$ cat config.mk
export PLATFORM = sky130hd
export DESIGN_NAME = memory_arbiter
export DESIGN_NICKNAME = d
export VERILOG_FILES = /design/src/rtl/memory_arbiter.sv
export SDC_FILE = /design/constraint.sdc
export NUM_CORES = 1
export LEC_CHECK = 0
export BUFFER_PORTS_ARGS = -buffer_cell sky130_fd_sc_hd__buf_2
export CAP_MARGIN = 20
export CORE_MARGIN = 8
export CORE_UTILIZATION = 50
export DETAILED_ROUTE_END_ITERATION = 6
export PLACE_DENSITY_LB_ADDON = 0.25
export SYNTH_ARGS = -nofsm -noshare
export SYNTH_HDL_FRONTEND = slang
export SYNTH_SLANG_ARGS = --single-unit
$ cat constraint.sdc
create_clock -name clock -period 1.6 [get_ports clock]
set_input_delay 0.16 -clock clock [delete_from_list [all_inputs] [get_ports clock]]
set_output_delay 0.16 -clock clock [all_outputs]
set_load 0.005 [all_outputs]
$ cat src/rtl/memory_arbiter.sv
// memory_arbiter: shares one downstream memory port between fetch (imem) and
// decode (dmem) requesters, one transaction in flight, one buffered request per port.

package memory_arbiter_pkg;

  typedef struct packed {
    logic        mem_valid;
    logic        mem_fence;
    logic        mem_spec;
    logic        mem_instr;
    logic [31:0] mem_addr;
    logic [31:0] mem_wdata;
    logic [3:0]  mem_wstrb;
  } mem_in_type;

  typedef struct packed {
    logic        mem_ready;
    logic [31:0] mem_rdata;
  } mem_out_type;

endpackage

module memory_arbiter
  import memory_arbiter_pkg::*;
(
  input  logic        reset,
  input  logic        clock,
  input  mem_in_type  imem_in,
  output mem_out_type imem_out,
  input  mem_in_type  dmem_in,
  output mem_out_type dmem_out,
  output mem_in_type  mem_in,
  input  mem_out_type mem_out
);

  localparam logic [1:0] IDLE   = 2'b00;
  localparam logic [1:0] BUSY_I = 2'b01;
  localparam logic [1:0] BUSY_D = 2'b10;

  localparam logic PORT_I = 1'b0;
  localparam logic PORT_D = 1'b1;

  logic [1:0] state_q, state_d;
  mem_in_type ibuf_q,  ibuf_d;
  mem_in_type dbuf_q,  dbuf_d;
  logic       ipend_q, ipend_d;
  logic       dpend_q, dpend_d;
  logic       last_q,  last_d;

  mem_in_type icand, dcand;
  logic       icand_v, dcand_v;
  logic       grant_i, grant_d;

  // Per-port candidate (buffer beats live pulse) and round-robin grant in IDLE.
  always_comb begin
    icand   = ipend_q ? ibuf_q : imem_in;
    dcand   = dpend_q ? dbuf_q : dmem_in;
    icand_v = ipend_q | imem_in.mem_valid;
    dcand_v = dpend_q | dmem_in.mem_valid;
    grant_d = (state_q == IDLE) && dcand_v && (!icand_v || (last_q == PORT_I));
    grant_i = (state_q == IDLE) && icand_v && !grant_d;
  end

  // Next-state, buffer capture and combinational issue/response routing.
  always_comb begin
    state_d  = state_q;
    ibuf_d   = ibuf_q;
    dbuf_d   = dbuf_q;
    ipend_d  = ipend_q;
    dpend_d  = dpend_q;
    last_d   = last_q;
    mem_in   = '0;
    imem_out = '0;
    dmem_out = '0;

    case (state_q)
      IDLE: begin
        if (grant_i) begin
          mem_in           = icand;
          mem_in.mem_valid = 1'b1;
          mem_in.mem_instr = 1'b1;
          state_d          = BUSY_I;
          last_d           = PORT_I;
          ipend_d          = 1'b0;
        end else if (grant_d) begin
          mem_in           = dcand;
          mem_in.mem_valid = 1'b1;
          mem_in.mem_instr = 1'b0;
          state_d          = BUSY_D;
          last_d           = PORT_D;
          dpend_d          = 1'b0;
        end
      end
      BUSY_I: begin
        if (mem_out.mem_ready) begin
          imem_out = mem_out;
          state_d  = IDLE;
        end
      end
      BUSY_D: begin
        if (mem_out.mem_ready) begin
          dmem_out = mem_out;
          state_d  = IDLE;
        end
      end
      default: state_d = IDLE;
    endcase

    // A live pulse not issued this cycle is buffered; a pulse onto a full buffer is dropped.
    if (imem_in.mem_valid && !ipend_q && !grant_i) begin
      ibuf_d  = imem_in;
      ipend_d = 1'b1;
    end
    if (dmem_in.mem_valid && !dpend_q && !grant_d) begin
      dbuf_d  = dmem_in;
      dpend_d = 1'b1;
    end

    // Outputs are quiet while reset is held.
    if (!reset) begin
      mem_in   = '0;
      imem_out = '0;
      dmem_out = '0;
    end
  end

  // State, buffers and fairness register with synchronous active-low reset.
  always_ff @(posedge clock) begin
    if (!reset) begin
      state_q <= IDLE;
      ibuf_q  <= '0;
      dbuf_q  <= '0;
      ipend_q <= 1'b0;
      dpend_q <= 1'b0;
      last_q  <= PORT_I;
    end else begin
      state_q <= state_d;
      ibuf_q  <= ibuf_d;
      dbuf_q  <= dbuf_d;
      ipend_q <= ipend_d;
      dpend_q <= dpend_d;
      last_q  <= last_d;
    end
  end

endmodule

==> flow_summary_export.csv, run 1 <==
group,metric,value,unit
run_status,status,"complete, but fails checks",
run_status,violations,"negative setup slack",
place,dp_cells,1549,
setup_path,slowest_delay,0.33,ns
timing,worst_slew_pin_slew,0.712,ns
setup_path,reg2reg_from,"state_q[0]",
place,place.gp.congestion,0.891,
detailed_routing,routed_wl,36.0,mm
clock_network,htree_levels,4,
setup_path,path_cells,"inv_4 > ha_4 > and2_4 > clkbuf_16 > nand2_1 > o32ai_2 > buf_2",
timing,relSlewSlack,52.6,%
floorplanning,start_util,50.9,%
global_route,antenna_found_initial,13,
final_layout,mostFrequentLayoutCells,"341 x nand2_1, 299 x buf_2, 210 x mux2i_1",
floorplanning,die_height,154,um
final_layout,fin_util,77.6,%
timing,max_freq,466,MHz
detailed_routing,routedWlPerCell,20.6,um
flow_run,drv_cap,0,
pwr,p_leak,6.19,nW
min_path,hold_path.class,"in -> reg",
clock_network,cts_root_buffer,"clkbuf_16",
setup_path,crit_fanout,17,
setup_path,cp-startpoint,"state_q[0]",
final_layout,final_common_cell,"nand2_1",
clock_network,cts_sinks,145,
clock_network,clk_path_buf_depth,2,
synthesis,synth_flop_cell,"dfxtp_1",
final_layout,area_growth,52.5,%
timing,grt_setup_unrepaired,"yes",
synthesis,async_flop_share,0,%
floorplanning,fp-row-count,50,
global_route,grt_max_degree,167,
detailed_routing,drt-pass1-iter-count,5,
floorplanning,coreArea,0.0186,mm2
clock_network,cts_made_buffers,17,
synthesis,yosysUniqueCellTypes,28,
timing,hold_viol_final,0,
setup_path,crit_slowest_cell,"dfxtp_2",
min_path,holdCritStartpoint,"imem_in[50]",
setup_path,criticalPathCategory,"reg -> out",
timing,period_share,134,%
clock_network,path_clk_slew,0.06,ns
global_route,gr-total-overflow,0,
setup_path,startpoint_type,"flip-flop",
timing,finalMaxSlewViolations,0,
clock_network,cts_tree,"built",
detailed_routing,antenna_left,0,
floorplanning,dieArea,0.0236,mm2
setup_path,crit_path_end_kind,"primary output",
detailed_routing,via_per_inst,5.53,
synthesis,synthCells,1041,
pwr,power.density,1160,mW/mm2
timing,fin_crit,2.15,ns
final_layout,nFillCells,1215,
global_route,grt_pass1_wl,52.8,mm
timing,setup_viol,232,
global_route,grt_usage,27.8,%
place,hpwl,21.9,mm
final_layout,multi_input_area,0.00637,mm2
synthesis,synth_seq_cells,145,
synthesis,synth.avg_cell_area,9.11,um2
timing,timing.final.ws_setup,-0.546,ns
synthesis,yosysSeqAreaShare,30.6,%
synthesis,synth_edf_count,0,
pwr,vdd_drop_max,942,uV
floorplanning,dieWidth,154,um
global_route,grt_pass1_vias,9840,
detailed_routing,drc,0,
timing,fin_skew,0.00864,ns
floorplanning,io_pins,317,
setup_path,crit_required,1.44,ns
final_layout,seq_area,0.00291,mm2
clock_network,insertion_delay,0.43,ns
setup_path,cp_data_arrival_time,1.99,ns
detailed_routing,dr.first_iter.drc_count,468,
synthesis,syn-num-nets,1223,
final_layout,fin_cells,1743,
pwr,p_total,16.8,mW
synthesis,synth_area,0.00949,mm2
synthesis,synth_warnings,0,
place,pre_cts_ws,-0.195,ns
final_layout,drive_above_1_share,41.6,%
detailed_routing,route.vias.total,9647,
final_layout,final_nets,1667,
place,io_buffer_count,314,
## logic make-up (layout without fill, tap and decap cells)
group | count (synthesis) | count (layout) | share of synthesized area, %
simple gates | 429 | 434 | 19.1
mux | 280 | 280 | 30.5
flops | 145 | 145 | 30.6
buf+inv | 103 | 555 | 6.67
compound gates | 81 | 81 | 12.8
fa+ha+maj | 3 | 3 | 0.396
other cells | 0 | 11 | 0
## where the power goes
group	internal (mW)	total (mW)	switching (mW)
Sequential	4.15	4.44	0.287
Clock	2.55	4.22	1.67
Combinational	4.13	8.11	3.98
Total	10.8	16.8	5.94
## worst max-delay path, delay by kind of cell, from the launching register on
family	cells	cell delay, ns
adder cells (fa/ha/maj)	1	0.18
buffers and inverters	3	0.48
AO/OA/AOI/OAI	1	0.19
AND/OR/NAND/NOR	2	0.38
flip-flops	1	0.33
## metal layers
| layer | vias to the layer above | share of wire (%) | global-route usage, % | wire, um |
|---|---|---|---|---|
| li1 | 4507 | - | - | - |
| met1 | 4548 | 39 | 31.4 | 14000 |
| met2 | 483 | 49 | 47.7 | 17600 |
| met3 | 107 | 7.6 | 7.40 | 2720 |
| met4 | 2 | 4.5 | 14.1 | 1630 |
| met5 | - | 0.028 | 0 | 10 |
## layout make-up
| cell class | count | share of cell area, % |
|---|---|---|
| timing repair buffer | 520 | 29.3 |
| tap | 234 | 2.02 |
| sequential | 145 | 20.1 |
| multi-input combinational | 798 | 44.0 |
| antenna | 11 | 0.190 |
| clock buffer | 20 | 3.16 |
| clock inverter | 12 | 1.08 |
| inverter | 3 | 0.0951 |
## cell usage after synthesis (all sizes together), types with 3 or more instances
master,count,area share (%)
mux2,70,8.3
a21oi,4,0.21
mux2i,210,22
buf,66,5.2
nand2b,3,0.20
o32ai,70,12
and3,3,0.20
ha,3,0.40
nand2,352,14
clkbuf,34,1.3
and2,65,4.3
dfxtp,145,31
inv,3,0.12
## path summary, 6_finish.rpt
path / end / slack (ns) / cells past startpoint
setup / recovery: mem_in[36] / -0.55 / 7
hold / removal: ibuf_q[50] / 0.007 / 3
setup reg to reg: dbuf_q[17] / -0.21 / 8
hold reg to reg: dbuf_q[28] / 0.45 / 2
## registers in the layout (all words and copies together), names as in the netlist
name / cells
last_q: 1
ibuf_q: 70
ipend_q: 1
dpend_q: 1
dbuf_q: 70
state_q: 2
## timing repair
item / 4_1_cts / 5_1_grt
gates cloned: 9 / 10
gates resized for setup: 57 / 54
setup buffers: 12 / 5
pin swaps: 9 / 15
hold buffers: 115 / 2
setup endpoints to repair: 253 / 276
hold endpoints to repair: 115 / 2
## metrics by stage
stage | TNS, ns | area [um2] | hold WS, ns
after global placement | -9.69 | 11600 | 0.418
after detailed placement | -13.16 | 11600 | 0.426
after global routing | -79.31 | 14500 | -0.000515
final | -62.50 | 14500 | 0.00712
after CTS | -53.60 | 13900 | 0.000423
after floorplan | 0 | 9490 | 0.302
Power figures use the tool's default switching activity.
==> inputs of run 2 (changes only) <==
--- a/config.mk
+++ b/config.mk
@@ -8,7 +8,7 @@
 export BUFFER_PORTS_ARGS = -buffer_cell sky130_fd_sc_hd__buf_2
 export CAP_MARGIN = 20
 export CORE_MARGIN = 8
-export CORE_UTILIZATION = 50
+export CORE_UTILIZATION = 52
 export DETAILED_ROUTE_END_ITERATION = 6
 export PLACE_DENSITY_LB_ADDON = 0.25
 export SYNTH_ARGS = -nofsm -noshare
==> flow_summary_export.csv, run 2 (synthesis results as in run 1) <==
group,metric,value,unit
run_status,status,"complete, but fails checks",
run_status,violations,"negative hold slack, negative setup slack",
setup_path,ff2ff_setup_slack,-0.30,ns
timing,setup_viol,276,
clock_network,cts_root_buffer,"clkbuf_16",
pwr,power.density,1210,mW/mm2
setup_path,slowest_delay,0.34,ns
clock_network,clk_path_buf_depth,2,
place,hpwl,20.5,mm
global_route,grt_max_degree,129,
detailed_routing,dr.first_iter.drc_count,746,
clock_network,htree_levels,4,
setup_path,path_cells,"inv_2 > ha_4 > buf_6 > o211ai_4 > buf_6 > buf_12 > o32ai_4 > buf_2",
pwr,p_total,19.0,mW
timing,hold_viol_final,1,
floorplanning,dieArea,0.0228,mm2
detailed_routing,via_per_inst,6.01,
global_route,grt_usage,29.9,%
setup_path,crit_cells,8,
setup_path,critical_path.top_delay_family,"buffers and inverters",
final_layout,final_common_cell,"nand2_1",
final_layout,final_nets,1664,
setup_path,worst-path-buf-inv,5,
final_layout,area_growth,66.0,%
global_route,grt_pass1_vias,9798,
clock_network,cts_sinks,145,
detailed_routing,antenna_left,0,
setup_path,crit_path_end_kind,"primary output",
place,io_buffer_count,314,
pwr,p_leak,6.57,nW
final_layout,reg_top3,"dbuf_q: 70 flops, ibuf_q: 70 flops, state_q: 2 flops",
final_layout,multi_input_area,0.00678,mm2
floorplanning,coreArea,0.0180,mm2
pwr,p_sw_share,37.3,%
setup_path,criticalPathCategory,"reg -> out",
detailed_routing,drc,0,
global_route,grt_pass1_wl,53.3,mm
setup_path,crit_fanout,11,
setup_path,r2r_end,"ibuf_q[53]",
min_path,hold_path.class,"in -> reg",
detailed_routing,route.vias.total,10400,
global_route,gr-total-overflow,0,
setup_path,crit_top_cell,"buf_6",
timing,timing.final.ws_setup,-0.637,ns
timing,max_freq,447,MHz
timing,setup_tns,-79.42,ns
final_layout,seq_area,0.00291,mm2
detailed_routing,routedWlPerCell,25.8,um
clock_network,path_clk_slew,0.06,ns
pwr,seqPwrFrac,23.5,%
final_layout,fin_util,87.7,%
setup_path,cp_data_arrival_time,2.08,ns
pwr,p_sw,7.09,mW
setup_path,cp-startpoint,"state_q[1]",
final_layout,nFillCells,796,
setup_path,crit_slowest_cell,"o32ai_4",
global_route,antenna_found_initial,11,
detailed_routing,drt-pass1-iter-count,6,
floorplanning,start_util,52.8,%
floorplanning,io_pins,317,
clock_network,cts_made_buffers,17,
final_layout,mostFrequentLayoutCells,"330 x nand2_1, 252 x buf_2, 208 x mux2i_1",
floorplanning,fp-row-count,49,
timing,period_share,140,%
pwr,clkPwrFrac,22.1,%
pwr,intPower,11.9,mW
setup_path,startpoint_type,"flip-flop",
detailed_routing,routed_wl,44.7,mm
final_layout,drive_above_1_share,48.6,%
timing,worst_slew_pin_slew,0.679,ns
timing,fin_skew,0.00755,ns
timing,worst_hold_slack,-0.00765,ns
setup_path,endpoint,"mem_in[50]",
timing,fin_crit,2.24,ns
setup_path,r2r_cells,9,
timing,finalMaxSlewViolations,0,
clock_network,cts_tree,"built",
place,place.gp.congestion,0.811,
setup_path,reg2reg_from,"state_q[0]",
timing,grt_setup_unrepaired,"yes",
floorplanning,dieWidth,151,um
clock_network,insertion_delay,0.43,ns
setup_path,crit_required,1.44,ns
timing,relSlewSlack,54.7,%
pwr,p_comb_share,54.4,%
flow_run,drv_cap,0,
pwr,vdd_drop_max,1040,uV
floorplanning,die_height,151,um
==> run 2: power by group through the flow <==
| stage | Sequential [mW] | Clock [mW] | Combinational (mW) |
|---|---|---|---|
| after global placement | 4.46 | 0 | 5.85 |
| after detailed placement | 4.49 | 0 | 5.92 |
| after CTS | 4.41 | 4.17 | 7.98 |
| after floorplan | 4.40 | 0 | 4.17 |
| after global routing | 4.51 | 4.35 | 10.6 |
| final | 4.47 | 4.20 | 10.3 |
==> run 2: layout make-up <==
| cell class | count | share of cell area, % |
|---|---|---|
| flip-flops and latches | 145 | 18.5 |
| inverters | 3 | 0.0715 |
| clock buffers | 19 | 2.81 |
| clock inverters | 13 | 1.01 |
| diodes | 9 | 0.143 |
| multi-input cells | 794 | 43.1 |
| repair buffers | 521 | 32.6 |
| well taps | 229 | 1.82 |
==> run 2: timing repair <==
action                     in CTS  in global routing
pin swaps                      52                 52
hold endpoints to repair       73                  0
buffers inserted               24                 24
resized for setup             126                162
setup endpoints to repair     278                274
cloned                         26                 31
hold buffers                   73                  0
==> run 2: stage by stage <==
step	area, um2	cells	hold WS (ns)	worst slack [ns]
after floorplan	9490	1041	0.302	0.0646
final	15700	1733	-0.00765	-0.637
after global placement	11400	1524	0.417	-0.118
after global routing	15700	1732	-0.00868	-0.695
after detailed placement	11400	1524	0.427	-0.139
after CTS	14300	1678	0.000109	-0.491
==> run 2: tightest hold or removal path, delay by kind of cell <==
kind / cells / cell delay (ns)
buffers and inverters: 1 / 0.10
AND/OR/NAND/NOR: 1 / 0.05
multiplexers: 1 / 0.06
==> run 2: worst min-delay path by stage <==
stage                startpoint  depth (start not counted)         end  slack (ns)
floorplan            dmem_in[0]                          2   dbuf_q[0]        0.30
global placement    dmem_in[64]                          3  dbuf_q[64]        0.42
detailed placement  imem_in[41]                          3  ibuf_q[41]        0.43
CTS                 dmem_in[48]                          3  dbuf_q[48]      0.0001
global route        dmem_in[53]                          3  dbuf_q[53]      -0.009
finish              dmem_in[53]                          3  dbuf_q[53]      -0.008
==> run 2: layer usage <==
layer / GRT usage [%] / share of wire, % / routed length [um] / vias to the layer above
met5: 0 / 0.083 / 37 / -
met4: 13.9 / 6.6 / 2930 / 6
met3: 7.29 / 10 / 4480 / 201
met2: 52.5 / 49 / 21900 / 686
met1: 33.5 / 34 / 15300 / 5012
li1: - / - / - / 4508
